$ cat src/rtl/order_gateway.sv
// ============================================================================
// order_gateway
// ----------------------------------------------------------------------------
// Outbound order path between the strategy and the exchange-side link.
//
//   * Order requests are buffered in a DEPTH-entry FIFO.
//   * Every outbound transfer is gated on the registered safe_to_trade
//     verdict. A single unsafe cycle while running latches a kill-switch
//     HALT and flushes every queued order.
//   * While halted, every offered order is accepted and discarded so the
//     upstream never stalls. A rearm pulse coinciding with a safe verdict
//     returns the gateway to RUN.
//   * At most MAX_PER_WINDOW orders leave per WINDOW_CYCLES-cycle window.
//
// Optional build macro:
//   ORDER_GW_PRICE_CAP_EN - when defined, orders priced above MAX_PRICE
//                           (unsigned compare) are discarded at input.
//                           When undefined, MAX_PRICE is unused and no
//                           price check exists.
//
// Ports:
//   clk, rst_n        clock, asynchronous active-low reset
//   safe_to_trade     firewall verdict (registered upstream)
//   rearm             single-cycle pulse requesting exit from HALT
//   in_valid/in_ready order request handshake
//   in_price/qty/side order request payload (side: 0=buy, 1=sell)
//   out_valid/ready   order-to-link handshake (out_valid may retract)
//   out_price/qty/side FIFO head payload
//   halted            1 while in HALT
//   reject_pulse      one-cycle pulse, the cycle after an input order
//                     is discarded
//   drop_count        saturating count of discarded and flushed orders
//   sent_count        wrapping count of orders transferred out
// ============================================================================
module order_gateway #(
    parameter int unsigned         DEPTH          = 8,
    parameter int unsigned         PRICE_W        = 32,
    parameter int unsigned         QTY_W          = 16,
    parameter int unsigned         MAX_PER_WINDOW = 4,
    parameter int unsigned         WINDOW_CYCLES  = 1000,
    parameter logic [PRICE_W-1:0]  MAX_PRICE      = PRICE_W'(1500000000)
) (
    input  logic               clk,
    input  logic               rst_n,
    input  logic               safe_to_trade,
    input  logic               rearm,
    input  logic               in_valid,
    output logic               in_ready,
    input  logic [PRICE_W-1:0] in_price,
    input  logic [QTY_W-1:0]   in_qty,
    input  logic               in_side,
    output logic               out_valid,
    input  logic               out_ready,
    output logic [PRICE_W-1:0] out_price,
    output logic [QTY_W-1:0]   out_qty,
    output logic               out_side,
    output logic               halted,
    output logic               reject_pulse,
    output logic [15:0]        drop_count,
    output logic [15:0]        sent_count
);

    localparam int unsigned PTR_W = $clog2(DEPTH);
    localparam int unsigned CNT_W = PTR_W + 1;
    localparam int unsigned WIN_W = $clog2(WINDOW_CYCLES);
    localparam int unsigned WS_W  = $clog2(MAX_PER_WINDOW + 1);

    typedef enum logic {
        ST_RUN  = 1'b0,
        ST_HALT = 1'b1
    } state_e;

    typedef struct packed {
        logic               side;
        logic [QTY_W-1:0]   qty;
        logic [PRICE_W-1:0] price;
    } order_t;

    // ------------------------------------------------------------------
    // State
    // ------------------------------------------------------------------
    state_e            state_q,    state_d;
    logic [PTR_W:0]    wr_ptr_q,   wr_ptr_d;
    logic [PTR_W:0]    rd_ptr_q,   rd_ptr_d;
    logic [15:0]       drop_q,     drop_d;
    logic [15:0]       sent_q,     sent_d;
    logic [WIN_W-1:0]  win_cnt_q,  win_cnt_d;
    logic [WS_W-1:0]   win_sent_q, win_sent_d;
    logic              reject_q,   reject_d;

    order_t            mem_q [DEPTH];

    // ------------------------------------------------------------------
    // Combinational decode
    // ------------------------------------------------------------------
    logic [CNT_W-1:0]  occupancy;
    logic              fifo_empty;
    logic              fifo_full;
    logic              is_run;
    logic              rate_limited;
    logic              xfer;
    logic              accept;
    logic              price_over;
    logic              order_bad;
    logic              discard;
    logic              store;
    logic              flush;
    logic              win_wrap;
    logic [CNT_W:0]    drop_add;
    logic [31:0]       drop_sum;
    order_t            head;

    // Pointers carry one extra wrap bit so full and empty are distinct.
    assign occupancy    = wr_ptr_q - rd_ptr_q;
    assign fifo_empty   = (occupancy == '0);
    assign fifo_full    = (occupancy == CNT_W'(DEPTH));
    assign is_run       = (state_q == ST_RUN);
    assign rate_limited = (win_sent_q == WS_W'(MAX_PER_WINDOW));
    assign win_wrap     = (win_cnt_q == WIN_W'(WINDOW_CYCLES - 1));
    assign head         = mem_q[rd_ptr_q[PTR_W-1:0]];

`ifdef ORDER_GW_PRICE_CAP_EN
    assign price_over = (in_price > MAX_PRICE);
`else
    assign price_over = 1'b0;
`endif

    // The verdict gates out_valid combinationally: an unsafe cycle must
    // never see a transfer, even with a non-empty FIFO and a ready link.
    assign out_valid = !fifo_empty && is_run && safe_to_trade && !rate_limited;
    assign xfer      = out_valid && out_ready;

    // In HALT the upstream is never stalled; every offer is swallowed.
    // In RUN there is no full bypass, so a same-cycle pop does not help.
    assign in_ready  = is_run ? !fifo_full : 1'b1;
    assign accept    = in_valid && in_ready;
    assign order_bad = (in_qty == '0) || price_over;
    assign discard   = accept && (!is_run || order_bad);
    assign store     = accept && is_run && !order_bad;

    // The unsafe cycle itself empties the FIFO so HALT starts clean. An
    // order stored in that same cycle is flushed along with the rest.
    assign flush     = is_run && !safe_to_trade;

    assign out_price = head.price;
    assign out_qty   = head.qty;
    assign out_side  = head.side;

    assign halted       = (state_q == ST_HALT);
    assign reject_pulse = reject_q;
    assign drop_count   = drop_q;
    assign sent_count   = sent_q;

    // ------------------------------------------------------------------
    // Next-state logic
    // ------------------------------------------------------------------
    // NOTE: every signal written in always_comb gets a default first, so
    // no path leaves it unassigned and no latch is inferred.
    always_comb begin
        state_d    = state_q;
        wr_ptr_d   = wr_ptr_q;
        rd_ptr_d   = rd_ptr_q;
        sent_d     = sent_q;
        win_cnt_d  = win_cnt_q;
        win_sent_d = win_sent_q;
        reject_d   = discard;
        drop_add   = '0;
        drop_sum   = '0;
        drop_d     = drop_q;

        // Kill switch and rearm
        if (is_run) begin
            if (!safe_to_trade) begin
                state_d = ST_HALT;
            end
        end else begin
            if (rearm && safe_to_trade) begin
                state_d = ST_RUN;
            end
        end

        // FIFO pointers
        if (flush) begin
            wr_ptr_d = '0;
            rd_ptr_d = '0;
        end else begin
            if (store) begin
                wr_ptr_d = wr_ptr_q + (PTR_W + 1)'(1);
            end
            if (xfer) begin
                rd_ptr_d = rd_ptr_q + (PTR_W + 1)'(1);
            end
        end

        // Drop accounting: flushed entries plus any discarded offer.
        if (flush) begin
            drop_add = {1'b0, occupancy} + (CNT_W + 1)'(store);
        end
        drop_add = drop_add + (CNT_W + 1)'(discard);
        drop_sum = 32'(drop_q) + 32'(drop_add);
        drop_d   = (drop_sum > 32'h0000_FFFF) ? 16'hFFFF : drop_sum[15:0];

        sent_d = sent_q + 16'(xfer);

        // Rate window: a transfer in the wrap cycle belongs to the new
        // window.
        if (win_wrap) begin
            win_cnt_d  = '0;
            win_sent_d = WS_W'(xfer);
        end else begin
            win_cnt_d  = win_cnt_q + WIN_W'(1);
            win_sent_d = win_sent_q + WS_W'(xfer);
        end
    end

    // ------------------------------------------------------------------
    // Control registers
    // ------------------------------------------------------------------
    // NOTE: sequential state uses non-blocking assignments so every flop
    // samples the pre-edge value of every other flop.
    always_ff @(posedge clk or negedge rst_n) begin
        if (!rst_n) begin
            state_q    <= ST_RUN;
            wr_ptr_q   <= '0;
            rd_ptr_q   <= '0;
            drop_q     <= '0;
            sent_q     <= '0;
            win_cnt_q  <= '0;
            win_sent_q <= '0;
            reject_q   <= 1'b0;
        end else begin
            state_q    <= state_d;
            wr_ptr_q   <= wr_ptr_d;
            rd_ptr_q   <= rd_ptr_d;
            drop_q     <= drop_d;
            sent_q     <= sent_d;
            win_cnt_q  <= win_cnt_d;
            win_sent_q <= win_sent_d;
            reject_q   <= reject_d;
        end
    end

    // ------------------------------------------------------------------
    // FIFO storage
    // ------------------------------------------------------------------
    // NOTE: the storage array is not reset; the pointers alone define
    // which entries are valid, so resetting the data would only cost
    // routing and prevent a RAM mapping.
    always_ff @(posedge clk) begin
        if (store) begin
            mem_q[wr_ptr_q[PTR_W-1:0]] <= '{side: in_side, qty: in_qty, price: in_price};
        end
    end

endmodule

$ cat config.mk
export PLATFORM = sky130hd
export DESIGN_NAME = order_gateway
export DESIGN_NICKNAME = d
export VERILOG_FILES = /design/src/rtl/order_gateway.sv
export SDC_FILE = /design/constraint.sdc
export NUM_CORES = 1
export LEC_CHECK = 0
export CORE_MARGIN = 3
export CORE_UTILIZATION = 52
export DETAILED_ROUTE_END_ITERATION = 8
export PLACE_DENSITY = 0.8
export SYNTH_ARGS = -nofsm -noshare
export SYNTH_HDL_FRONTEND = slang
export SYNTH_SLANG_ARGS = --single-unit
$ cat constraint.sdc
create_clock -name clk -period 7.4 [get_ports clk]
set_clock_uncertainty 0.15 [all_clocks]
set_input_delay 1.11 -clock clk [delete_from_list [all_inputs] [get_ports clk]]
set_output_delay 1.11 -clock clk [all_outputs]
set_load 0.05 [all_outputs]
==> reports/results.tsv <==
metric	value	unit
worstReg2RegStart	rd_ptr_q[0]$_DFFE_PN0P_	
finalWirelength	36300	µm
r2r_slack	1220	ps
muxShareOfSynthArea	0.128	
layout_commonest_cell	edfxtp_1	
drc	0	
finalSetupViolCount	0	
ios	140	
cap_violations	0	
portBuffers	139	
final_antenna_net_count	0	
grt_pass1_vias	9818	
synthXorXnorAreaFrac	0.0152	
synth_top_family_by_area	multiplexers	
synth-compound-area-share	0.0209	
drtIter0Drc	795	
grt_usage	0.203	
finalNetCount	1225	
synthAdderAreaFrac	0.0156	
diodes	0	
post_cts_buffers	0	
rsz0062_at_grt	false	
num_rows	67	
async_reset_ff_frac	0.123	
fill_cells	2265	
cts_sinks	447	
numCtsBuffers	44	
hpwl	20200	µm
insertion_delay	530	ps
syn2layout_area_growth	19.5	%
tightest_slew	986	ps
gp_congestion	0.770	
critical_path.startpoint	rd_ptr_q[0]$_DFFE_PN0P_	
layout_common_cells	edfxtp_1, nand2_1, clkdlybuf4s50_1	
synth_fp_nets	1060	
critPathRequiredTime	7660	ps
hold_viol	0	
antenna_found_initial	0	
syn_area_per_cell	18.1	µm²
synth_seq_cells	447	
coreArea	33600	µm²
synth_area_leaders	edfxtp_1, mux4_2, dfrtp_1, nand2_1, ha_1	
yosys.area_share.simple	0.0659	
ir_drop	0.331	mV
clk_pin_slew	60	ps
initial_core_util	0.528	
cts_max_level	2	
p_total	0.00719	W
crit_arrival	6440	ps
cts-root-buf	clkbuf_16	
dr.pass1.iters	5	
wire_per_inst	22.3	µm
dp.cells	1551	
yosys.area.top_type_share	0.663	
clockBufferDepth	3	
crit_path_start_kind	flip-flop	
grt_pass1_wl	56600	µm
layout-drive-gt1-share	0.173	
path_class	flip-flop to flip-flop	
grt_max_degree	67	
synth_edf_count	392	
r2r_cells	19	
fmax	162	MHz
fin_cells	1630	
r2r_end	drop_count[13]$_DFF_PN0_	
synth_area	17800	µm²
die-area	36400	µm²
slew_violations	0	
synth_ff_type	edfxtp_1	
avgViaCountPerCell	5.74	
die_height	191	µm
grt-ovfl-total	0	
cts_tree	yes	
endpoint_kind	flip-flop	
leakage	7.25	nW
cts.repair.resized	0	
num_vias	9352	
fp.dieW	191	µm
fin_crit_sh	0.835	
cts_hold_buf	0	
yosysWarnings	0	
crit_end	drop_count[13]$_DFF_PN0_	
status	complete, no violations	
period_needed	6180	ps
yosys.area.top_type	edfxtp_1	
path_max_fanout	32	
power.density	339	nW/µm²
synth.distinct_cells	55	
synthCells	984	
slew_headroom	0.343	
ys_seq_area_frac	0.740	
hp-class	flip-flop to flip-flop	
-- layout make-up --
type                       instances  area (µm²)  area share
timing repair buffer             160        1540      0.0728
clock inverter                    18         223      0.0105
multi-input combinational        478        4420       0.208
inverter                          18        67.6     0.00318
tap                              448         561      0.0264
clock buffer                      61        1250      0.0588
sequential                       447       13200       0.620
-- report_power, final --
group          switching (W)  total, W  internal, W  leakage (nW)
Combinational        0.00117   0.00195     0.000780          2.28
Sequential          0.000141   0.00301      0.00287          4.25
Clock               0.000879   0.00223      0.00135         0.719
Total                0.00219   0.00719      0.00500          7.25
-- cells in the mapped netlist (all sizes together) (3+ instances only) --
| cell | instances |
|---|---|
| inv | 17 |
| nor2b | 4 |
| nor4 | 8 |
| or3 | 6 |
| xor2 | 10 |
| dfrtp | 55 |
| nor3 | 11 |
| and3 | 4 |
| mux2i | 3 |
| nor2 | 22 |
| edfxtp | 392 |
| xnor2 | 20 |
| ha | 19 |
| and2 | 3 |
| mux4 | 98 |
| o21ai | 18 |
| nand2 | 169 |
| nand4 | 7 |
| nand3 | 20 |
| a21o | 4 |
| a21oi | 10 |
| o21a | 5 |
| mux2 | 4 |
| buf | 15 |
| clkbuf | 26 |
-- per-stage QoR --
stage | setup TNS, ps | instance area (µm²) | worst slack [ps] | util | hold WS, ps
final | 0 | 21200 | 1220 | 0.631 | 321
after global routing | 0 | 21200 | 869 | 0.631 | 348
after CTS | 0 | 21200 | 1320 | 0.631 | 331
after detailed placement | 0 | 19700 | 1020 | 0.587 | 302
after global placement | 0 | 19700 | 1290 | 0.587 | 297
after floorplan | -34090 | 17800 | -348 | - | 283
-- flip-flops by register name (all words and copies together) (netlist names) --
name and count:
mem_q 392, drop_count 16, sent_count 16, win_cnt_q 10, rd_ptr_q 4, wr_ptr_q 4
win_sent_q 3, halted 1, reject_pulse 1
-- logic make-up (layout without fill, tap and decap cells) --
family | Yosys count | count (layout)
compound gates | 56 | 56
xor+xnor | 30 | 30
fa+ha+maj | 21 | 21
buf+inv | 59 | 257
flops | 447 | 447
mux | 105 | 105
simple gates | 266 | 266
-- per-layer routing --
layer,part of all wire,track usage
met1,0.42,0.293
met5,0,0
met4,0.015,0.0446
met2,0.50,0.334
met3,0.063,0.0327
-- worst min path at each step --
stage | start | end | cells after the start
3_3_place_gp | win_cnt_q[0]$_DFF_PN0_ | win_cnt_q[0]$_DFF_PN0_ | 1
5_1_grt | win_cnt_q[0]$_DFF_PN0_ | win_cnt_q[0]$_DFF_PN0_ | 1
3_5_place_dp | win_cnt_q[0]$_DFF_PN0_ | win_cnt_q[0]$_DFF_PN0_ | 1
6_report | win_cnt_q[0]$_DFF_PN0_ | win_cnt_q[0]$_DFF_PN0_ | 1
4_1_cts | win_cnt_q[0]$_DFF_PN0_ | win_cnt_q[0]$_DFF_PN0_ | 1
2_1_floorplan | win_cnt_q[0]$_DFF_PN0_ | win_cnt_q[0]$_DFF_PN0_ | 1
-- critical path, cell delays in order (launching register included) --
cell      delay [ps]
dfrtp_4          860
ha_1             300
inv_1             60
fa_1             430
xor2_2           230
nor4_1           300
a311o_1          590
inv_1            110
ha_1             220
ha_1             240
or3_1            380
a21oi_1          190
o21ai_0          110
and3b_1          170
ha_1             330
o21ai_0          150
o21bai_1         250
a21oi_1          220
nor4b_1          390
mux2_2           370
No activity file was read; power rests on OpenSTA's default activity.
